$ cat src/rtl/muldiv_pkg.sv
// Shared encodings for the iterative RV32M multiply/divide unit.
package muldiv_pkg;

    localparam logic [2:0] F3_MUL    = 3'b000;
    localparam logic [2:0] F3_MULH   = 3'b001;
    localparam logic [2:0] F3_MULHSU = 3'b010;
    localparam logic [2:0] F3_MULHU  = 3'b011;
    localparam logic [2:0] F3_DIV    = 3'b100;
    localparam logic [2:0] F3_DIVU   = 3'b101;
    localparam logic [2:0] F3_REM    = 3'b110;
    localparam logic [2:0] F3_REMU   = 3'b111;

    localparam logic [1:0] ST_IDLE = 2'd0;
    localparam logic [1:0] ST_CALC = 2'd1;
    localparam logic [1:0] ST_FIX  = 2'd2;
    localparam logic [1:0] ST_DONE = 2'd3;

    localparam logic [31:0] INT_MIN  = 32'h8000_0000;
    localparam logic [31:0] ALL_ONES = 32'hFFFF_FFFF;

    function automatic logic [31:0] abs_if(input logic neg, input logic [31:0] v);
        return neg ? (~v + 32'd1) : v;
    endfunction

endpackage

$ cat src/rtl/muldiv_unit.sv
// Iterative RV32M multiply/divide: 32 shift-add or restoring steps on magnitudes,
// then one sign-fix cycle; divide-by-zero and signed overflow finish in one cycle.
//
// state | meaning
// IDLE  | waiting for start
// CALC  | one multiply or divide step per cycle, counter 31 down to 0
// FIX   | sign correction, result and rd_out committed
// DONE  | done pulse, result valid
module muldiv_unit
    import muldiv_pkg::*;
#(
    parameter int XLEN = 32
) (
    input  logic            clk,
    input  logic            resetn,
    input  logic            start,
    input  logic [2:0]      funct3,
    input  logic [XLEN-1:0] op_a,
    input  logic [XLEN-1:0] op_b,
    input  logic [4:0]      rd_in,
    input  logic            kill,
    output logic            busy,
    output logic            done,
    output logic [XLEN-1:0] result,
    output logic [4:0]      rd_out,
    output logic            we_out
);

    logic [1:0]  state;
    logic [4:0]  cnt;
    logic [2:0]  op_q;
    logic [4:0]  rd_pend;
    logic [31:0] b_mag;
    logic [63:0] acc;
    logic [31:0] rem_q;
    logic        neg_res;
    logic        neg_rem;

    logic        a_signed, b_signed, sa, sb;
    logic [31:0] a_abs, b_abs;
    logic        div_zero, div_ovf;
    logic [31:0] special_val;

    always_comb begin
        a_signed = (funct3 == F3_MULH) || (funct3 == F3_MULHSU) ||
                   (funct3 == F3_DIV)  || (funct3 == F3_REM);
        b_signed = (funct3 == F3_MULH) || (funct3 == F3_DIV) || (funct3 == F3_REM);
        sa       = a_signed & op_a[31];
        sb       = b_signed & op_b[31];
        a_abs    = abs_if(sa, op_a);
        b_abs    = abs_if(sb, op_b);
        div_zero = funct3[2] && (op_b == 32'd0);
        div_ovf  = ((funct3 == F3_DIV) || (funct3 == F3_REM)) &&
                   (op_a == INT_MIN) && (op_b == ALL_ONES);
        if (div_zero)
            special_val = funct3[1] ? op_a : ALL_ONES;
        else
            special_val = funct3[1] ? 32'd0 : INT_MIN;
    end

    // Multiply: multiplier sits in acc[31:0] and is shifted out as the product fills in.
    logic [32:0] mul_sum;
    logic [63:0] acc_mul_next;
    // Divide: quotient bits shift into acc[31:0] as dividend bits shift out of its top.
    logic [32:0] part;
    logic        fits;
    logic [31:0] rem_next;
    logic [63:0] acc_div_next;

    always_comb begin
        mul_sum      = {1'b0, acc[63:32]} + (acc[0] ? {1'b0, b_mag} : 33'd0);
        acc_mul_next = {mul_sum, acc[31:1]};
        part         = {rem_q, acc[31]};
        fits         = (part >= {1'b0, b_mag});
        rem_next     = fits ? 32'(part - {1'b0, b_mag}) : part[31:0];
        acc_div_next = {acc[63:32], acc[30:0], fits};
    end

    logic [63:0] prod_fix;
    logic [31:0] quo_fix, rem_fix, fix_val;

    always_comb begin
        prod_fix = neg_res ? (~acc + 64'd1) : acc;
        quo_fix  = abs_if(neg_res, acc[31:0]);
        rem_fix  = abs_if(neg_rem, rem_q);
        if (!op_q[2])
            fix_val = (op_q == F3_MUL) ? prod_fix[31:0] : prod_fix[63:32];
        else
            fix_val = op_q[1] ? rem_fix : quo_fix;
    end

    always_ff @(posedge clk or negedge resetn) begin
        if (!resetn) begin
            state   <= ST_IDLE;
            cnt     <= 5'd0;
            op_q    <= 3'd0;
            rd_pend <= 5'd0;
            rd_out  <= 5'd0;
            b_mag   <= 32'd0;
            acc     <= 64'd0;
            rem_q   <= 32'd0;
            neg_res <= 1'b0;
            neg_rem <= 1'b0;
            result  <= 32'd0;
        end else begin
            case (state)
                ST_IDLE: begin
                    if (start) begin
                        op_q    <= funct3;
                        rd_pend <= rd_in;
                        b_mag   <= b_abs;
                        acc     <= {32'd0, a_abs};
                        rem_q   <= 32'd0;
                        neg_res <= sa ^ sb;
                        neg_rem <= sa;
                        cnt     <= 5'd31;
                        if (div_zero || div_ovf) begin
                            result <= special_val;
                            rd_out <= rd_in;
                            state  <= ST_DONE;
                        end else begin
                            state  <= ST_CALC;
                        end
                    end
                end
                ST_CALC: begin
                    if (kill) begin
                        state <= ST_IDLE;
                        cnt   <= 5'd0;
                    end else begin
                        if (op_q[2]) begin
                            acc   <= acc_div_next;
                            rem_q <= rem_next;
                        end else begin
                            acc   <= acc_mul_next;
                        end
                        if (cnt == 5'd0)
                            state <= ST_FIX;
                        else
                            cnt <= cnt - 5'd1;
                    end
                end
                ST_FIX: begin
                    if (kill) begin
                        state <= ST_IDLE;
                    end else begin
                        result <= fix_val;
                        rd_out <= rd_pend;
                        state  <= ST_DONE;
                    end
                end
                default: state <= ST_IDLE;
            endcase
        end
    end

    assign busy   = (state != ST_IDLE);
    assign done   = (state == ST_DONE);
    assign we_out = done && (rd_out != 5'd0);

endmodule

$ cat config.mk
export PLATFORM = sky130hd
export DESIGN_NAME = muldiv_unit
export DESIGN_NICKNAME = d
export VERILOG_FILES = /design/src/rtl/muldiv_pkg.sv /design/src/rtl/muldiv_unit.sv
export SDC_FILE = /design/constraint.sdc
export NUM_CORES = 1
export LEC_CHECK = 0
export ABC_CLOCK_PERIOD_IN_PS = 3250
export CORE_MARGIN = 2
export CORE_UTILIZATION = 49
export CTS_BUF_LIST = sky130_fd_sc_hd__clkbuf_4
export DETAILED_ROUTE_END_ITERATION = 10
export GPL_TIMING_DRIVEN = 1
export PLACE_DENSITY = 0.82
export SLEW_MARGIN = 10
export SYNTH_ARGS = -nofsm -noshare
export SYNTH_HDL_FRONTEND = slang
export SYNTH_SLANG_ARGS = --single-unit
$ cat constraint.sdc
create_clock -name clk -period 3.25 [get_ports clk]
set_clock_uncertainty 0.15 [all_clocks]
set_input_delay 0.65 -clock clk [delete_from_list [all_inputs] [get_ports clk]]
set_output_delay 0.65 -clock clk [all_outputs]
set_load 0.01 [all_outputs]
### Yosys cells after proc, flatten, opt, wreduce, memory -nomap -nowiden

Cells that the tools add are included.

* bitwise gates (word level): 8
* mux-type cells: 39
* reductions and logical operators: 26
* equal/unequal tests: 17
* add/sub/neg operators: 8
* magnitude comparators: 1

Operator list (number)
* $mux W32: 18
* $mux W64: 4
* $add A32 B1 Y32 const B: 4
* $not A32 Y32: 4
* $pmux W32 S2: 2
* $pmux W64 S2: 1
* $add A64 B1 Y64 const B: 1
* $eq A32 B32 Y1 const B: 2
* $not A64 Y64: 1
* $add A32 B32 Y33: 1
* $ge A33 B32 Y1: 1
* $logic_not A32 Y1: 1
* $sub A32 B32 Y32: 1
* $mux W5: 6
* $pmux W5 S2: 2
* $ne A2 B2 Y1 const B: 6
* $reduce_and A4 Y1: 3
* $mux W2: 5
* $logic_or A1 B1 Y1: 7
* $eq A3 B3 Y1 const B: 2
* $ne A3 B3 Y1 const B: 2
* $pmux W2 S3: 1
* $reduce_and A3 Y1: 2
* $reduce_bool A2 Y1: 3
* other kinds (13): 19

* output and inout bits: 40
* register bits after elaboration: 182

### Depth between registers and ports, before layout

Gate-level depths: netlist of the first run.

* word-level depth: 8
* depth in mapped cells: 14
* mapped depth without buffers: 13

### Worst setup path before layout of the first run

OpenSTA, ideal clock, no wires.

* path kind: reg-to-reg
* from: register acc[31]
* to: register rem_q[24]
* clock period less this slack: 3.398 ns
* data required time: 2.958 ns
* path slack: -0.148 ns
* arrival: 3.106 ns
* stages on the path, launching flop included: 15
* path buffers: 1
* cells stage by stage: dfrtp_1 > clkbuf_1 > inv_1 > ha_1 > inv_1 > fa_1 > a21o_1 > a311oi_1 > nor2_1 > o41ai_1 > o31ai_1 > a31oi_1 > nor3_1 > a311oi_1 > o221ai_1

* word-level cells in the longest chain between the ends: 5

Ends and longest elaborated chain
* start: declaration: RTL line muldiv_unit.sv:34 `logic [63:0] acc;`
* start signal: assignment: RTL line muldiv_unit.sv:112 `acc <= {32'd0, a_abs};`
* start signal: assignment: RTL line muldiv_unit.sv:132 `acc <= acc_div_next;`
* start signal: assignment: RTL line muldiv_unit.sv:135 `acc <= acc_mul_next;`
* $sub A32 B32 Y32 or $ge A33 B32 Y1 (tied branches): RTL line muldiv_unit.sv:75, muldiv_unit.sv:74
* $mux W32 (*): RTL line muldiv_unit.sv:75 `rem_next = fits ? 32'(part - {1'b0, b_mag}) : part[31:0];`
* $mux W32 (*): RTL line muldiv_unit.sv:131 `if (op_q[2]) begin`
* $mux W32 (*): RTL line muldiv_unit.sv:127 `if (kill) begin`
* $pmux W32 S2 (*): RTL line muldiv_unit.sv:106 `case (state)`
* end signal: assignment: RTL line muldiv_unit.sv:133 `rem_q <= rem_next;`
* end: declaration: RTL line muldiv_unit.sv:35 `logic [31:0] rem_q;`

Every way passes the cells marked *; elsewhere a longest branch is shown, timed or not. The select of a mux whose other input is x is not followed.
A chain may end at the register's enable or synchronous reset.

### Worst setup path after layout of the first run

* from: register acc[31]
* to: register rem_q[30]

The elaborated chain is that of the path after synthesis.

==> results.cfg, run 1 <==
[run_status]
status = finished, violations left
violations = setup timing

[finish]
area_growth_pct = 32.5
fin_nets = 2547
stdcell_area_sq_um = 20900
drive_gt1_share_pct = 22.8
final_cell_mix = buf_4 (353), nand2_1 (244), o21ai_0 (237)
final_cells = 2815
final_common_cell = buf_4

[synth]
synth_warnings = 0
synthMuxAreaShare_pct = 4.06
yosys.area_share.simple_pct = 20.3
synth_flop_cell = dfrtp_1
syn_avg_cell_area_sq_um = 7.82
synth_cell_types = 78
synth_nets = 2169
synth_top_family_by_area = compound AO/OA/AOI/OAI gates
ys_ff_latch = 182
synth_xor_area_share_pct = 10.9
syn-cell-area_sq_um = 15800
synth-seq-area-share_pct = 28.8
synth_cells = 2020
synthAdderAreaFrac_pct = 5.87
synthArstFlopShare_pct = 100
synth_compound_area_share_pct = 25.0
synth-edff-count = 0

[grt]
antenna_found_initial = 2
grt_pass1_wl_microns = 93700
grt_usage_pct = 36.0
grt_max_degree = 136
grt_overflow = 0
grt_pass1_vias = 17000

[floorplanning]
die_h_microns = 184
initial_core_util_pct = 50.0
core_sq_um = 31600
dieArea_sq_um = 33700
rows = 65
num_io_pins = 116
die_x_microns = 184

[route]
post-route-drc-count = 0
ant_nets = 0
dr.pass1.iters = 6
via_count = 17600
avgRoutedWirePerCell_microns = 21.9
route.met3.wl_microns = 4690
drtIter0Drc = 1897
drt-met1-wl_microns = 24000
wl_met2_microns = 29200
highest_layer = met4
via_per_inst = 6.27
wirelength_microns = 61600

[setup_path]
r2r_end = rem_q[30]
critical_path.most_common_cell = inv_2
crit_path_max_fanout = 3
start_kind = register
crit_arrival_ns = 3.79
timing.rr.start = acc[31]
crit_path_max_incr_delay_ns = 0.44
critPathKind = register to register
ff2ff_path_depth = 13
critical_path_required_ns = 3.63
reg2reg_slack_ns = -0.16
cp-end-kind = register
slowest_stage = dfrtp_1
cp_cell_sequence = inv_2 -> ha_4 -> inv_2 -> fa_2 -> a21o_1 -> a31oi_4 -> o31ai_2 -> a211o_1 -> a2111o_1 -> a31o_2 -> a21oi_2 -> xor2_1 -> o221ai_1

[hold_path]
hp-class = register to register
min_to = rd_pend[2]
whs_path_depth = 2
hold_start = rd_pend[2]

[clock_network]
cts_tree = yes
cts_buffers = 17
cts_root_buffer = clkbuf_4
cts.path.max_buffers = 2
clk_latency_ns = 0.65
cts.clk_slew.worst_paths_ns = 0.16
clock-sinks = 182
htree_levels = 4

[place]
place_area_sq_um = 19800
dp_cells = 2762
gp_congestion = 1.04
numPortBuffers = 115
preCtsSetupSlack_ns = -0.536
dp_hpwl_microns = 47900

[timing]
final-setup-viol-count = 6
final_hold_viol_count = 0
worst_slew_pin_slew_ns = 0.928
clock.fmax_ghz = 0.293
slew_viol_final = 0
finalCritPeriodShare_pct = 105
maxSlewHeadroom_pct = 37.9
layout_setup_ws_ns = -0.162
fin_crit_ns = 3.41
grt_setup_unrepaired = yes

[power_and_ir_drop]
power.density_nw_per_um2 = 691
p_leak_uw = 0.00919
ir_worst_vdd_uv = 355

[run]
cap_violations = 0
## Yosys cell counts (4+ instances only)
| cell type | count | area, sq um |
|---|---|---|
| inv_1 | 76 | 285 |
| nand3_1 | 93 | 465 |
| nor4_1 | 15 | 93.8 |
| o31ai_1 | 45 | 338 |
| or3_1 | 26 | 163 |
| nand2_1 | 247 | 927 |
| o31ai_2 | 4 | 50.1 |
| and2_1 | 9 | 56.3 |
| buf_2 | 9 | 45.0 |
| o221ai_1 | 24 | 210 |
| nor3_1 | 35 | 175 |
| ha_1 | 71 | 888 |
| and3_1 | 9 | 56.3 |
| nor3b_1 | 7 | 52.6 |
| o311ai_0 | 7 | 61.3 |
| o41ai_1 | 13 | 114 |
| a211oi_1 | 11 | 82.6 |
| o21bai_1 | 7 | 52.6 |
| o22ai_1 | 9 | 56.3 |
| a21o_1 | 26 | 195 |
| or4_4 | 5 | 56.3 |
| o21ai_1 | 21 | 105 |
| o21ai_0 | 248 | 1240 |
| and4_1 | 4 | 35.0 |
| dfrtp_1 | 182 | 4550 |
| o21a_1 | 10 | 75.1 |
| a31oi_1 | 18 | 113 |
| or4_1 | 15 | 113 |
| o31a_1 | 5 | 43.8 |
| xor2_1 | 91 | 797 |
| a31o_2 | 4 | 35.0 |
| a311oi_1 | 4 | 35.0 |
| o211ai_1 | 11 | 82.6 |
| nand4_1 | 20 | 125 |
| nand2b_1 | 22 | 138 |
| o41ai_2 | 5 | 81.3 |
| a221oi_1 | 5 | 43.8 |
| xnor2_1 | 106 | 928 |
| nor2b_1 | 18 | 113 |
| a21oi_1 | 118 | 591 |
| a211o_1 | 7 | 61.3 |
| clkbuf_1 | 93 | 349 |
| mux2i_1 | 63 | 631 |
| nor2_1 | 131 | 492 |
| buf_1 | 19 | 71.3 |
## worst max-delay path: cells and delay by family, from the launching register on
| kind | cells | cell delay, ns |
|---|---|---|
| buffers and inverters | 2 | 0.16 |
| xor gates and xnor gates | 1 | 0.18 |
| adders and majority gates | 2 | 0.48 |
| AOI/OAI and AO/OA | 8 | 1.87 |
| DFF | 1 | 0.44 |
## layer usage
metal  vias up  track usage [%]
li1       8058                -
met4         0             20.5
met2       928             60.5
met3       229             5.63
met1      8433             44.0
met5         -                0
## final cells by class
class | count | area, sq um
Multi-Input combinational cell | 1637 | 11200
Sequential cell | 182 | 4560
Fill cell | 2671 | 10700
Inverter | 76 | 285
Antenna cell | 2 | 5.00
Tap cell | 402 | 503
Clock inverter | 15 | 233
Clock buffer | 17 | 128
Timing Repair Buffer | 484 | 4060
## stage by stage
| step | TNS [ns] | hold slack [ns] | utilization [%] | total power, uW |
|---|---|---|---|---|
| floorplan | 0 | 0.204 | - | 8410 |
| global placement | -15.97 | 0.309 | 62.5 | 11900 |
| detailed placement | -20.16 | 0.313 | 62.5 | 12100 |
| CTS | -0.157 | 0.346 | 64.5 | 13900 |
| global route | -2.13 | 0.364 | 66.2 | 15400 |
| finish | -0.460 | 0.344 | 66.2 | 14500 |
## worst max-delay path by stage
stage	from	endpoint	slack (ns)
floorplan	op_b[1]	result[27]	0.004
global placement	op_b[1]	result[27]	-0.51
detailed placement	op_b[0]	result[27]	-0.54
CTS	acc[31]	rem_q[30]	-0.12
global route	acc[31]	rem_q[30]	-0.24
finish	acc[31]	rem_q[30]	-0.16
## sequential cells by signal, summed over array words and instances (netlist names), 3 cells and up
register / count
acc: 64
result: 32
rem_q: 32
rd_pend: 5
cnt: 5
rd_out: 5
op_q: 3
b_mag: 32
## where the power goes
part	internal, uW	total, uW	switching, uW
logic	3910	9060	5140
registers	3010	3780	772
clock network	756	1630	873
total	7680	14500	6790
## repair_timing
item	4_1_cts	5_1_grt
pin swaps	19	34
endpoints found under the setup margin	49	63
hold endpoints to repair	52	0
hold buffers	1	0
gates resized for setup	50	94
buffers inserted	3	16
## cell families (layout without fill, tap and decap cells)
group,Yosys count,count (layout)
other cells,0,2
mux,64,64
simple gates,672,672
buf+inv,201,592
flops,182,182
compound gates,631,631
fa+ha+maj,73,73
xor+xnor,197,197
(Power assumes the default switching activity.)
==> run 2: changes to the inputs <==
- SLEW_MARGIN: 10 -> unset
==> results of run 2 <==
The final DEF is identical to that of run 1; final timing and power are the same.
